<file path="src/rtl/accumulator_unit.sv">
// Accumulator register with load/add/sub/shift ops, flags, and an optional
// multi-cycle shift-add multiply behind a go/busy/done handshake.
module accumulator_unit #(
  parameter int WIDTH  = 8,
  parameter int MUL_EN = 1
) (
  input  logic             clk,
  input  logic             reset,
  input  logic [WIDTH-1:0] data,
  input  logic [WIDTH-1:0] Input,
  input  logic [2:0]       op,
  input  logic             go,
  output logic             busy,
  output logic             done,
  output logic [WIDTH-1:0] Output,
  output logic             Aeq0,
  output logic             Apos,
  output logic             Carry,
  output logic             Ovf
);

  localparam int CW = $clog2(WIDTH + 1);

  typedef enum logic [0:0] {IDLE = 1'b0, MUL = 1'b1} state_t;

  typedef enum logic [2:0] {
    OP_NOP = 3'b000, OP_LDD = 3'b001, OP_LDI = 3'b010, OP_ADD = 3'b011,
    OP_SUB = 3'b100, OP_SHL = 3'b101, OP_SAR = 3'b110, OP_MUL = 3'b111
  } op_t;

  typedef struct packed {
    logic [2*WIDTH-1:0] mcand;
    logic [WIDTH-1:0]   mplier;
    logic [2*WIDTH-1:0] prod;
    logic [CW-1:0]      cnt;
  } mul_t;

  state_t             state_q, state_d;
  logic [WIDTH-1:0]   a_q, a_d;
  logic               carry_q, carry_d;
  logic               ovf_q, ovf_d;
  logic               done_q, done_d;
  mul_t               mul_q, mul_d;

  // Shared adder: SUB is A + ~data + 1, so carry-out of 1 means no borrow.
  logic               is_sub;
  logic [WIDTH-1:0]   add_b;
  logic [WIDTH:0]     sum;
  logic [2*WIDTH-1:0] prod_step;

  assign is_sub    = (op == OP_SUB);
  assign add_b     = is_sub ? ~data : data;
  assign sum       = {1'b0, a_q} + {1'b0, add_b} + {{WIDTH{1'b0}}, is_sub};
  assign prod_step = mul_q.prod + (mul_q.mplier[0] ? mul_q.mcand : '0);

  always_comb begin
    state_d = state_q;
    a_d     = a_q;
    carry_d = carry_q;
    ovf_d   = ovf_q;
    done_d  = 1'b0;
    mul_d   = mul_q;
    unique case (state_q)
      IDLE: begin
        if (go) begin
          done_d = 1'b1;
          unique case (op_t'(op))
            OP_NOP: ;
            OP_LDD: begin a_d = data;  carry_d = 1'b0; ovf_d = 1'b0; end
            OP_LDI: begin a_d = Input; carry_d = 1'b0; ovf_d = 1'b0; end
            OP_ADD, OP_SUB: begin
              a_d     = sum[WIDTH-1:0];
              carry_d = sum[WIDTH];
              ovf_d   = (a_q[WIDTH-1] == add_b[WIDTH-1]) &&
                        (sum[WIDTH-1] != a_q[WIDTH-1]);
            end
            OP_SHL: begin
              a_d     = {a_q[WIDTH-2:0], 1'b0};
              carry_d = a_q[WIDTH-1];
              ovf_d   = a_q[WIDTH-1] ^ a_q[WIDTH-2];
            end
            OP_SAR: begin
              a_d     = {a_q[WIDTH-1], a_q[WIDTH-1:1]};
              carry_d = a_q[0];
              ovf_d   = 1'b0;
            end
            OP_MUL: begin
              if (MUL_EN != 0) begin
                done_d       = 1'b0;
                state_d      = MUL;
                mul_d.mcand  = {{WIDTH{1'b0}}, a_q};
                mul_d.mplier = data;
                mul_d.prod   = '0;
                mul_d.cnt    = CW'(WIDTH);
              end
            end
            default: ;
          endcase
        end
      end
      MUL: begin
        mul_d.prod   = prod_step;
        mul_d.mcand  = mul_q.mcand << 1;
        mul_d.mplier = mul_q.mplier >> 1;
        mul_d.cnt    = mul_q.cnt - 1'b1;
        // Last iteration folds straight into A so done lands at go + WIDTH.
        if (mul_q.cnt == CW'(1)) begin
          a_d     = prod_step[WIDTH-1:0];
          carry_d = |prod_step[2*WIDTH-1:WIDTH];
          ovf_d   = 1'b0;
          done_d  = 1'b1;
          state_d = IDLE;
        end
      end
      default: state_d = IDLE;
    endcase
  end

  always_ff @(posedge clk) begin
    if (reset) begin
      state_q <= IDLE;
      a_q     <= '0;
      carry_q <= 1'b0;
      ovf_q   <= 1'b0;
      done_q  <= 1'b0;
      mul_q   <= '0;
    end else begin
      state_q <= state_d;
      a_q     <= a_d;
      carry_q <= carry_d;
      ovf_q   <= ovf_d;
      done_q  <= done_d;
      mul_q   <= mul_d;
    end
  end

  assign busy   = (state_q == MUL);
  assign done   = done_q;
  assign Output = a_q;
  assign Aeq0   = (a_q == '0);
  assign Apos   = ~a_q[WIDTH-1];
  assign Carry  = carry_q;
  assign Ovf    = ovf_q;

endmodule

</file>
<file path="config.mk">
export PLATFORM = sky130hd
export DESIGN_NAME = accumulator_unit
export DESIGN_NICKNAME = d
export VERILOG_FILES = /design/src/rtl/accumulator_unit.sv
export SDC_FILE = /design/constraint.sdc
export NUM_CORES = 1
export LEC_CHECK = 0
export BUFFER_PORTS_ARGS = -buffer_cell sky130_fd_sc_hd__buf_2
export CORE_UTILIZATION = 60
export DETAILED_ROUTE_END_ITERATION = 10
export GPL_ROUTABILITY_DRIVEN = 0
export PLACE_DENSITY = 0.84
export SLEW_MARGIN = 20
export SYNTH_ARGS = -nofsm -noshare
export SYNTH_HDL_FRONTEND = slang
export SYNTH_SLANG_ARGS = --single-unit
</file>
<file path="constraint.sdc">
create_clock -name clk -period 4 [get_ports clk]
set_input_delay 0.8 -clock clk [delete_from_list [all_inputs] [get_ports clk]]
set_output_delay 0.8 -clock clk [all_outputs]
set_load 0.1 [all_outputs]
</file>
==> run summary <==
The logs give 0 for the number of warnings printed during yosys synthesis and 6060 um^2 for the area of the placeable core. The tools report the layout filler cell count as 510. Setup repair after global routing left no endpoint under its margin. The tools report the starting density of the core as 63.6%. The clock buffer count from CTS came out at 5. Maximum number of pins on one net before global-route repair: 50.

The clock latency on the worst-skew pair is 0.31 ns. Tracing the worst setup path back leads to its startpoint at mul_q[20]. Counting every instance in the synthesized netlist gives 471. The count of nets left with antenna violations once routing finished came out at 0. Dividing the detail-routed wire length by the instance count gives 17.7 um. The critical path goes through and2_1 -> ha_1 -> a211oi_1 -> o21a_1 -> o21ai_1 -> a2111oi_0 -> o21ai_0 -> and2_1 -> o31a_1. Before antenna repair, the detailed router went through 9 iterations. Summed over all cells, the static leakage comes to 1.79 nW. STA classifies the critical path startpoint as a flop. The hold violation total from the final report is 0, and the wire length reported by the detailed router is 10100 um. The clock-pin slew reported for the worst setup and hold paths after clock tree synthesis came out at 0.10 ns.

The netlist area before placement was 3860 um^2. The tools report the capture point of the worst path as Carry. The number of antenna diodes in the final layout is 0. The peak supply drop is 0.222 mV.

The run finished with clean final reports. Static timing analysis puts the maximum clock frequency at 0.291 GHz. The share of post-route cells with drive strength above 1 is 13.1%. The number of enable flip-flop cells after synthesis works out to 0. The worst setup path is of the reg -> reg kind.

The number of input and output port buffers inserted works out to 35. TritonCTS built the clock tree. In this run the tightest slew margin relative to its limit is 42.9%. For this design the top-level I/O count stands at 36. After synthesis the netlist holds a flip-flop and latch count of 56. The logs give 3355 for the number of global-route vias before repair and 6750 um^2 for the die outline area.

The tree built by TritonCTS fans out to 56 sinks. The max-slew violation count came out at 0. The cell with the biggest individual delay on the critical path is dfxtp_1. Dividing the final minimum period by the clock period gives 85.9%. The path class of the tightest hold or removal check is reg -> reg. The share of flip-flops with an asynchronous set or reset after synthesis came out at 0%.

After detailed routing, the number of remaining DRC violations is 0. The number of nets handed over by synthesis was 521. The synthesized area per cell is 8.19 um^2.

For the number of antenna violations at the first check in global routing, the log shows 0. The arrival time of data at the critical path endpoint was 3.64 ns. The clock passes through at most 2 buffers. The shortest clock period the worst path allows after layout works out to 3.43 ns.

After synthesis, the cell types taking the most area are dfxtp_1, ha_1, nor2_1. The worst path buffer plus inverter count is 0. Adding up every negative setup slack in the final design gives 0 ns. Sequential elements use 29.1% of the synthesized area.

Number of DRC violations after detailed-routing iteration 0: 427. The family of cells with the greatest summed delay on the critical path is compound AO/OA/AOI/OAI gates. The power consumption was 0.00128 W; the number of violations of the max-capacitance limit was 0. Gates resized during post-CTS repair numbered 0.

Power spread over the standard cell area amounts to 305 nW/um^2. The count of unique library cells instantiated by Yosys was 63. The HPWL after detailed placement is 7120 um.

Number of post-CTS setup repair buffers: 0. At the pin with the least slew margin, the transition time is 0.854 ns. The first global-routing pass estimated 15600 um of wire.

For flop-to-flop paths, the worst setup slack is 0.57 ns. The tools report the largest clock skew in the final design as 0.00937 ns. Among all flip-flop cells after synthesis, the most frequent one is dfxtp_1.

Registers take 1120 um^2. The clock tree synthesis step divided the H-tree into 2 levels. The number of vias after detailed routing is 3762, and the hold buffer count at CTS is 0.

Data on the critical path is required at its endpoint by 4.21 ns. The multi-input combinational cells in the finished layout cover a total of 2580 um^2. The depth of the worst register-to-register path was 9. The tools report the origin of the critical flop-to-flop path as mul_q[20]. Counting buffers and inverters, the worst setup path is 9 cells deep. In this run the clock root is driven by a clkbuf_8. For the remaining global-route overflow, the log shows 0. The final layout contains 544 nets. The tools report the number of endpoints failing setup at the final stage as 0. Per-cell via count in the routed design: 6.60.

The peak per-stage delay on the critical path came out at 0.70 ns. After floorplanning, the core was divided into 28 placement rows. In the global route stage, overall resource usage came out at 30.1%.

The cell accounting for the most synthesized area was dfxtp_1. Compared with the post-synthesis result, the final layout area differs by 8.63%. STA classifies the critical path endpoint as a flop.

The floorplan die width came out at 82.2 um. In this run the critical register-to-register path is captured at Carry. The area share of the largest cell type after synthesis was 29.1%; the die height was 82.2 um. The cell that appears most often on the critical path is and2_1.

The highest net fanout along the worst path works out to 17.
## metrics by stage
step           worst slack, ns  instance area, um^2  hold WS, ns  instances  utilization, %
2_1_floorplan            0.278                 3870        0.436        471               -
3_3_place_gp             0.494                 4090        0.447        562            67.5
3_5_place_dp             0.388                 4090        0.453        562            67.5
4_1_cts                  0.684                 4190        0.469        570            69.1
5_1_grt                  0.454                 4190        0.496        570            69.1
6_report                 0.566                 4190        0.465        570            69.1
## cells by family (layout without fill, tap and decap cells)
group / Yosys count / in the layout / share of synthesized area [%]
adders and majority gates: 28 / 28 / 9.47
and+or+nand+nor: 157 / 157 / 19.4
muxes: 8 / 8 / 2.14
xor gates and xnor gates: 21 / 21 / 4.77
AOI/OAI and AO/OA: 158 / 158 / 30.5
buffers and inverters: 43 / 67 / 4.64
DFF: 56 / 56 / 29.1
## cells in the mapped netlist (3+ instances only)
library cell,number
ha_1,26
nor4_1,3
a222oi_1,14
a31oi_1,6
nor2_1,65
a21oi_1,26
a221oi_1,8
a211o_1,4
o21ai_0,24
o21a_1,8
inv_1,16
or3_1,3
nand2_1,26
nor3_1,12
a21o_1,6
dfxtp_1,56
a32oi_1,5
mux2i_1,6
nor2b_1,4
xor2_1,15
nand2b_1,9
a211oi_1,6
and2_1,17
a22oi_1,14
xnor2_1,6
o2111ai_1,3
nand3_1,4
o21ai_1,4
clkbuf_1,21
and3_1,5
o211ai_1,4
## cell usage in the layout (no fill, tap or decap), types with 6 or more instances in the layout
cell type	netlist	layout
nor2_1	65	64
dfxtp_1	56	56
buf_2	2	35
nand2_1	26	26
ha_1	26	26
a21oi_1	26	25
o21ai_0	24	24
and2_1	17	17
inv_1	16	16
xor2_1	15	15
a22oi_1	14	14
a222oi_1	14	14
nor3_1	12	12
nand2b_1	9	9
a221oi_1	8	8
o21a_1	8	8
buf_4	0	8
a21o_1	6	6
xnor2_1	6	6
a31oi_1	6	6
a211oi_1	6	6
mux2i_1	6	6
clkbuf_8	0	6
## routing by layer
metal / part of all wire [%] / track usage, % / vias up
li1: - / - / 1811
met1: 43 / 37.3 / 1774
met5: 0 / 0 / -
met3: 6.5 / 5.38 / 29
met4: 2.4 / 11.9 / 0
met2: 48 / 51.2 / 148
## worst min-delay path, delay by kind of cell (launching register included)
kind               cells  cell delay, ns
and+or+nand+nor        1            0.05
AOI/OAI and AO/OA      1            0.05
DFF                    1            0.32
## area by class of cell
class                   instances  area share (%)
flip-flops and latches         56            26.8
repair buffers                 43            5.62
clock buffers                   7            2.06
inverters                      16            1.43
multi-input cells             372            61.7
well taps                      75            2.24
clock inverters                 1           0.179
## power breakdown
| group | total [W] | leakage (nW) | switching, W | internal (W) |
|---|---|---|---|---|
| Clock | 0.000325 | 0.0445 | 0.000184 | 0.000141 |
| Sequential | 0.000597 | 0.454 | 0.0000250 | 0.000572 |
| Combinational | 0.000355 | 1.29 | 0.000247 | 0.000108 |
## how the worst min path moves through the flow
stage / from / depth (start not counted) / end
finish: mul_q[6] / 2 / mul_q[6]
global route: mul_q[9] / 2 / mul_q[9]
CTS: mul_q[6] / 2 / mul_q[6]
detailed placement: mul_q[6] / 2 / mul_q[6]
global placement: mul_q[6] / 2 / mul_q[6]
floorplan: mul_q[6] / 2 / mul_q[6]
## flip-flops by register name, summed over array words and instances, names as in the netlist
register,count
Carry,1
Output,8
Ovf,1
busy,1
done,1
mul_q,44
Note: power is estimated with default switching activity, not from simulation.
